$ cat config.mk
export PLATFORM = sky130hd
export DESIGN_NAME = moving_sum_decoder
export DESIGN_NICKNAME = d
export VERILOG_FILES = /design/src/rtl/mavg_pkg.sv /design/src/rtl/mavg_history_ring.sv /design/src/rtl/moving_sum_decoder.sv
export SDC_FILE = /design/constraint.sdc
export NUM_CORES = 1
export LEC_CHECK = 0
export ABC_CLOCK_PERIOD_IN_PS = 7500
export CAP_MARGIN = 15
export CORE_ASPECT_RATIO = 1.75
export CORE_MARGIN = 4
export CORE_UTILIZATION = 35
export DETAILED_ROUTE_END_ITERATION = 10
export GPL_TIMING_DRIVEN = 0
export PLACE_DENSITY = 0.56
export SLEW_MARGIN = 20
export SYNTH_ARGS = -nofsm -noshare
export SYNTH_HDL_FRONTEND = slang
export SYNTH_SLANG_ARGS = --single-unit
$ cat constraint.sdc
create_clock -name clk -period 7.5 [get_ports clk]
set_input_delay 2.25 -clock clk [delete_from_list [all_inputs] [get_ports clk]]
set_output_delay 2.25 -clock clk [all_outputs]
set_load 0.02 [all_outputs]
$ cat src/rtl/mavg_pkg.sv
// Shared definitions for the moving-sum encoder/decoder pair.
// Both sides take ACC_WIDTH from acc_width() so their sum widths always agree.
package mavg_pkg;

    typedef enum logic [1:0] {
        IDLE = 2'd0,
        RUN  = 2'd1,
        HALT = 2'd2
    } mavg_state_e;

    // Window sum of 2^n samples of dw bits needs n extra bits
    function automatic int unsigned acc_width(input int unsigned n, input int unsigned dw);
        return dw + n;
    endfunction

endpackage

$ cat src/rtl/mavg_history_ring.sv
// N-entry sample history for the moving-sum decoder: the slot at the write pointer
// always holds the oldest sample, which is read and then overwritten on each write.
module mavg_history_ring #(
    parameter int unsigned n          = 3,
    parameter int unsigned DATA_WIDTH = 16
) (
    input  logic                  clk,
    input  logic                  reset,
    input  logic                  clear,
    input  logic                  we,
    input  logic [DATA_WIDTH-1:0] wdata,
    output logic [DATA_WIDTH-1:0] rdata
);

    localparam int unsigned DEPTH = 2 ** n;

    logic [DATA_WIDTH-1:0] r_mem [DEPTH];
    logic [n-1:0]          r_wr_ptr;

    assign rdata = r_mem[r_wr_ptr];

    // Pointer wraps N-1 -> 0 by natural overflow of its n bits
    always_ff @(posedge clk or posedge reset) begin
        if (reset) begin
            for (int i = 0; i < int'(DEPTH); i++) begin
                r_mem[i] <= '0;
            end
            r_wr_ptr <= '0;
        end else if (clear) begin
            for (int i = 0; i < int'(DEPTH); i++) begin
                r_mem[i] <= '0;
            end
            r_wr_ptr <= '0;
        end else if (we) begin
            r_mem[r_wr_ptr] <= wdata;
            r_wr_ptr        <= r_wr_ptr + n'(1);
        end
    end

endmodule

$ cat src/rtl/moving_sum_decoder.sv
// Moving-sum decoder: recovers x[k] = S[k] - S[k-1] + x[k-N] from a stream of window sums.
// Optional range check enabled by defining MOVING_SUM_DECODER_RANGE_CHECK_EN.
module moving_sum_decoder
    import mavg_pkg::*;
#(
    parameter  int unsigned n          = 3,
    parameter  int unsigned DATA_WIDTH = 16,
    localparam int unsigned ACC_WIDTH  = acc_width(n, DATA_WIDTH)
) (
    input  logic                         clk,
    input  logic                         reset,
    input  logic                         clear,
    input  logic                         sum_valid,
    output logic                         sum_ready,
    input  logic signed [ACC_WIDTH-1:0]  sum_in,
    output logic                         out_valid,
    input  logic                         out_ready,
    output logic signed [DATA_WIDTH-1:0] sample_out,
    output logic                         err
);

    mavg_state_e                  r_state;
    logic                         r_out_valid;
    logic signed [DATA_WIDTH-1:0] r_sample;
    logic                         r_err;
    logic signed [ACC_WIDTH-1:0]  r_prev_sum;

    logic                         w_accept;
    logic                         w_ring_we;
    logic [DATA_WIDTH-1:0]        w_oldest;
    logic signed [ACC_WIDTH:0]    w_diff;
    logic signed [ACC_WIDTH+1:0]  w_res;
    logic [DATA_WIDTH-1:0]        w_sample;
    logic                         w_range_fail;

    assign sum_ready  = (r_state != HALT) && (!r_out_valid || out_ready);
    assign w_accept   = sum_valid && sum_ready;
    assign w_ring_we  = w_accept && !clear;
    assign out_valid  = r_out_valid;
    assign sample_out = r_sample;
    assign err        = r_err;

    mavg_history_ring #(
        .n          (n),
        .DATA_WIDTH (DATA_WIDTH)
    ) u_ring (
        .clk   (clk),
        .reset (reset),
        .clear (clear),
        .we    (w_ring_we),
        .wdata (w_sample),
        .rdata (w_oldest)
    );

    // Widened so neither the difference nor the re-added history sample can overflow
    assign w_diff   = $signed({sum_in[ACC_WIDTH-1], sum_in})
                    - $signed({r_prev_sum[ACC_WIDTH-1], r_prev_sum});
    assign w_res    = $signed({w_diff[ACC_WIDTH], w_diff})
                    + $signed({{(ACC_WIDTH+2-DATA_WIDTH){w_oldest[DATA_WIDTH-1]}}, w_oldest});
    assign w_sample = w_res[DATA_WIDTH-1:0];

`ifdef MOVING_SUM_DECODER_RANGE_CHECK_EN
    // In range only if every bit above the data sign bit copies it
    assign w_range_fail = !((&w_res[ACC_WIDTH+1:DATA_WIDTH-1]) || !(|w_res[ACC_WIDTH+1:DATA_WIDTH-1]));
`else
    logic w_unused_hi;
    assign w_unused_hi  = ^w_res[ACC_WIDTH+1:DATA_WIDTH];
    assign w_range_fail = 1'b0;
`endif

    // FSM, output register and previous-sum register; clear wins over accept
    always_ff @(posedge clk or posedge reset) begin
        if (reset) begin
            r_state     <= IDLE;
            r_out_valid <= 1'b0;
            r_sample    <= '0;
            r_err       <= 1'b0;
            r_prev_sum  <= '0;
        end else if (clear) begin
            r_state     <= IDLE;
            r_out_valid <= 1'b0;
            r_sample    <= '0;
            r_err       <= 1'b0;
            r_prev_sum  <= '0;
        end else begin
            if (w_accept) begin
                r_sample    <= w_sample;
                r_out_valid <= 1'b1;
                r_prev_sum  <= sum_in;
                if (w_range_fail) begin
                    r_err   <= 1'b1;
                    r_state <= HALT;
                end else if (r_state == IDLE) begin
                    r_state <= RUN;
                end
            end else if (out_ready) begin
                r_out_valid <= 1'b0;
            end
        end
    end

endmodule

==> reports/metrics.yaml <==
yosys:
  yosysWarnings: 0
  seq_area_frac_synth_pct: 47.3
  avgSynthCellArea_um2: 9.69
  syn_nets: 951
  synth_flop_cell: "dfrtp_1"
  synth_commonest_cells: "164 x dfrtp_1, 134 x nand2_1, 76 x a21oi_1"
  synth_seq_cells: 164
  synth_most_common_cell: "dfrtp_1"
  synth_cell_type_count: 63
  synth_top_cells_by_area: "dfrtp_1 47%, nand2_1 5.8%, a22o_1 4.8%, a21oi_1 4.4%, a211oi_1 3.5%"
  syn-cell-area_mm2: 0.00867
  ys_async_sr_fraction_pct: 100
  synth_area_leader_cell: "dfrtp_1"
  synth_edf_count: 0
  yosysTopAreaCellShare_pct: 47.3
  syn_inst: 895
clocking:
  clk_pin_slew_ns: 0.06
  cts_resized: 0
  tritoncts: "yes"
  numCtsBuffers: 17
  cts_max_level: 4
  postCtsHoldBufs: 0
  root_buffer: "clkbuf_16"
  cts_setup_buffers: 0
  clockBufferDepth: 2
  cts.sink_count: 164
  insertion_delay_ns: 0.46
detailed_routing:
  vias_per_cell: 5.75
  first_iter_violations: 612
  drc: 0
  wirelength_um: 30000
  vias: 7343
  antenna_left: 0
  drtPass1Iterations: 5
  wl_per_cell_um: 23.5
critical_path:
  worstSetupEndpointType: "primary output"
  crit_family: "buffers and inverters"
  worstSetupStartpointType: "primary input"
  crit_buf_inv: 3
  cp_data_required_time_ns: 5.25
  path_cells: "clkdlybuf4s50_1 > nand2b_1 > buf_2 > clkdlybuf4s50_1"
  crit_path_max_fanout: 10
  critPathSlowestCell: "clkdlybuf4s50_1"
  crit_type: "in2out"
  critPathMaxStageDelay_ns: 0.63
  arrival_ns: 3.64
  crit_top_cell: "clkdlybuf4s50_1"
sta:
  tns_ns: 0
  period_minus_slack_ns: 5.89
  clock_skew_ns: 0.0109
  setup_viol: 0
  fin_crit_sh_pct: 78.5
  max_freq_mhz: 170
  hold_slack_ns: 0.479
  maxSlewViolCount: 0
  max-slew-margin-rel_pct: 22.2
  final_hold_viol_count: 0
  rsz0062_at_grt: "false"
  worst_pin_slew_ns: 1.16
global_routing:
  use_met1_pct: 24.0
  gr-usage-all-layers_pct: 22.2
  grt_max_degree: 99
  antenna_found_initial: 0
  grt_pass1_wl_um: 45700
  grt_pass1_vias: 7505
  grt_overflow: 0
  busiest_layer: "met2"
  use_met2_pct: 39.3
  globalRouteMet3Util_pct: 4.02
cells_and_area:
  drive_gt1_share_pct: 7.16
  register_area_mm2: 0.00410
  fin_nets: 1008
  fill_cells: 2470
  layoutNonFillerInstCount: 1276
  diodes: 0
  fin_util_pct: 41.2
  multi_input_area_mm2: 0.00410
  synthToLayoutAreaGrowth_pct: 16.5
die:
  io_pins: 43
  initial_core_util_pct: 35.3
  placementRows: 76
  core_mm2: 0.0245
  die_x_um: 127
  die_h_um: 216
  die-area_mm2: 0.0275
run:
  drv_cap: 0
power:
  leakage_uw: 0.00435
  peakVddDrop_v: 0.000180
  power_density_mw_per_mm2: 301
placed_design:
  numPortBuffers: 37
  dp.cells: 1245
  globalplace.congestion: 0.920
  hpwlAfterDp_um: 21700
status:
  outcome: "complete, no violations"
hold_path:
  hold_class: "reg2reg"
cell type report:
| cell class | instances | area share, % |
|---|---|---|
| Inverter | 52 | 2.01 |
| Clock buffer | 20 | 4.42 |
| Buffer | 69 | 3.06 |
| Sequential cell | 164 | 40.6 |
| Clock inverter | 11 | 1.50 |
| Timing Repair Buffer | 38 | 3.94 |
| Multi-Input combinational cell | 610 | 40.6 |
| Tap cell | 312 | 3.86 |
state kept, by name, summed over array words and instances, names as in the netlist:
signal           flops
out_valid            1
r_prev_sum          16
u_ring.r_mem       128
u_ring.r_wr_ptr      3
sample_out          16
metrics by stage:
step / instance area [um2] / setup WS, ns / power (uW)
3_5_place_dp: 9500 / 1.60 / 2120
2_1_floorplan: 8670 / 0.817 / 1700
5_1_grt: 10100 / 1.57 / 3180
3_3_place_gp: 9430 / -1.76 / 2090
6_report: 10100 / 1.61 / 3040
4_1_cts: 10100 / 1.60 / 3040
logic make-up after synthesis:
| family | count (synthesis) | synth area share (%) |
|---|---|---|
| simple gates | 273 | 14.6 |
| buf+inv | 121 | 5.82 |
| compound gates | 288 | 24.3 |
| xor+xnor | 11 | 1.28 |
| fa+ha+maj | 32 | 5.92 |
| flops | 164 | 47.3 |
| other cells | 1 | 0.0432 |
| mux | 5 | 0.722 |
final timing paths:
kind | start | endpoint | slack [ns] | cells after the start
setup / recovery | out_ready | sum_ready | 1.61 | 4
hold reg to reg | sample_out[3] | sample_out[3] | 0.48 | 1
max in group asynchronous | reset | r_prev_sum[10] | 4.35 | 3
min in group asynchronous | reset | sample_out[3] | 2.31 | 2
setup reg to reg | u_ring.r_wr_ptr[0] | sample_out[14] | 1.75 | 15
hold / removal | sample_out[3] | sample_out[3] | 0.48 | 1
report_power, final:
| part | switching, uW | leakage, uW | internal [uW] |
|---|---|---|---|
| Clock | 392 | 0.000291 | 533 |
| Combinational | 771 | 0.00180 | 357 |
| Sequential | 39.3 | 0.00226 | 950 |
cells in the final DEF, fill, tap and decap left out, types with 4 or more instances in the layout:
cell type	n
a32o_1	8
nor3_1	6
nand2_1	134
a22o_1	48
xnor2_2	6
nor2_1	63
nor3b_1	6
clkdlybuf4s50_1	37
and3_1	23
ha_1	17
nand3b_1	15
o211ai_1	4
inv_1	51
a22oi_1	30
buf_1	7
clkbuf_1	49
dfrtp_1	164
nand4_1	6
buf_2	8
a21o_1	9
fa_1	15
o21a_1	4
a21oi_1	76
o21ai_0	9
clkbuf_16	17
mux2i_1	4
o311ai_1	6
a211oi_1	41
o31ai_1	19
a221oi_1	15
per-layer routing:
layer / vias up / wire length, um / share of wire, %
li1: 3335 / - / -
met1: 3678 / 10900 / 36
met2: 238 / 15700 / 52
met3: 92 / 1310 / 4.4
met4: 0 / 2130 / 7.1
met5: - / 0 / 0
(Power assumes the default switching activity.)
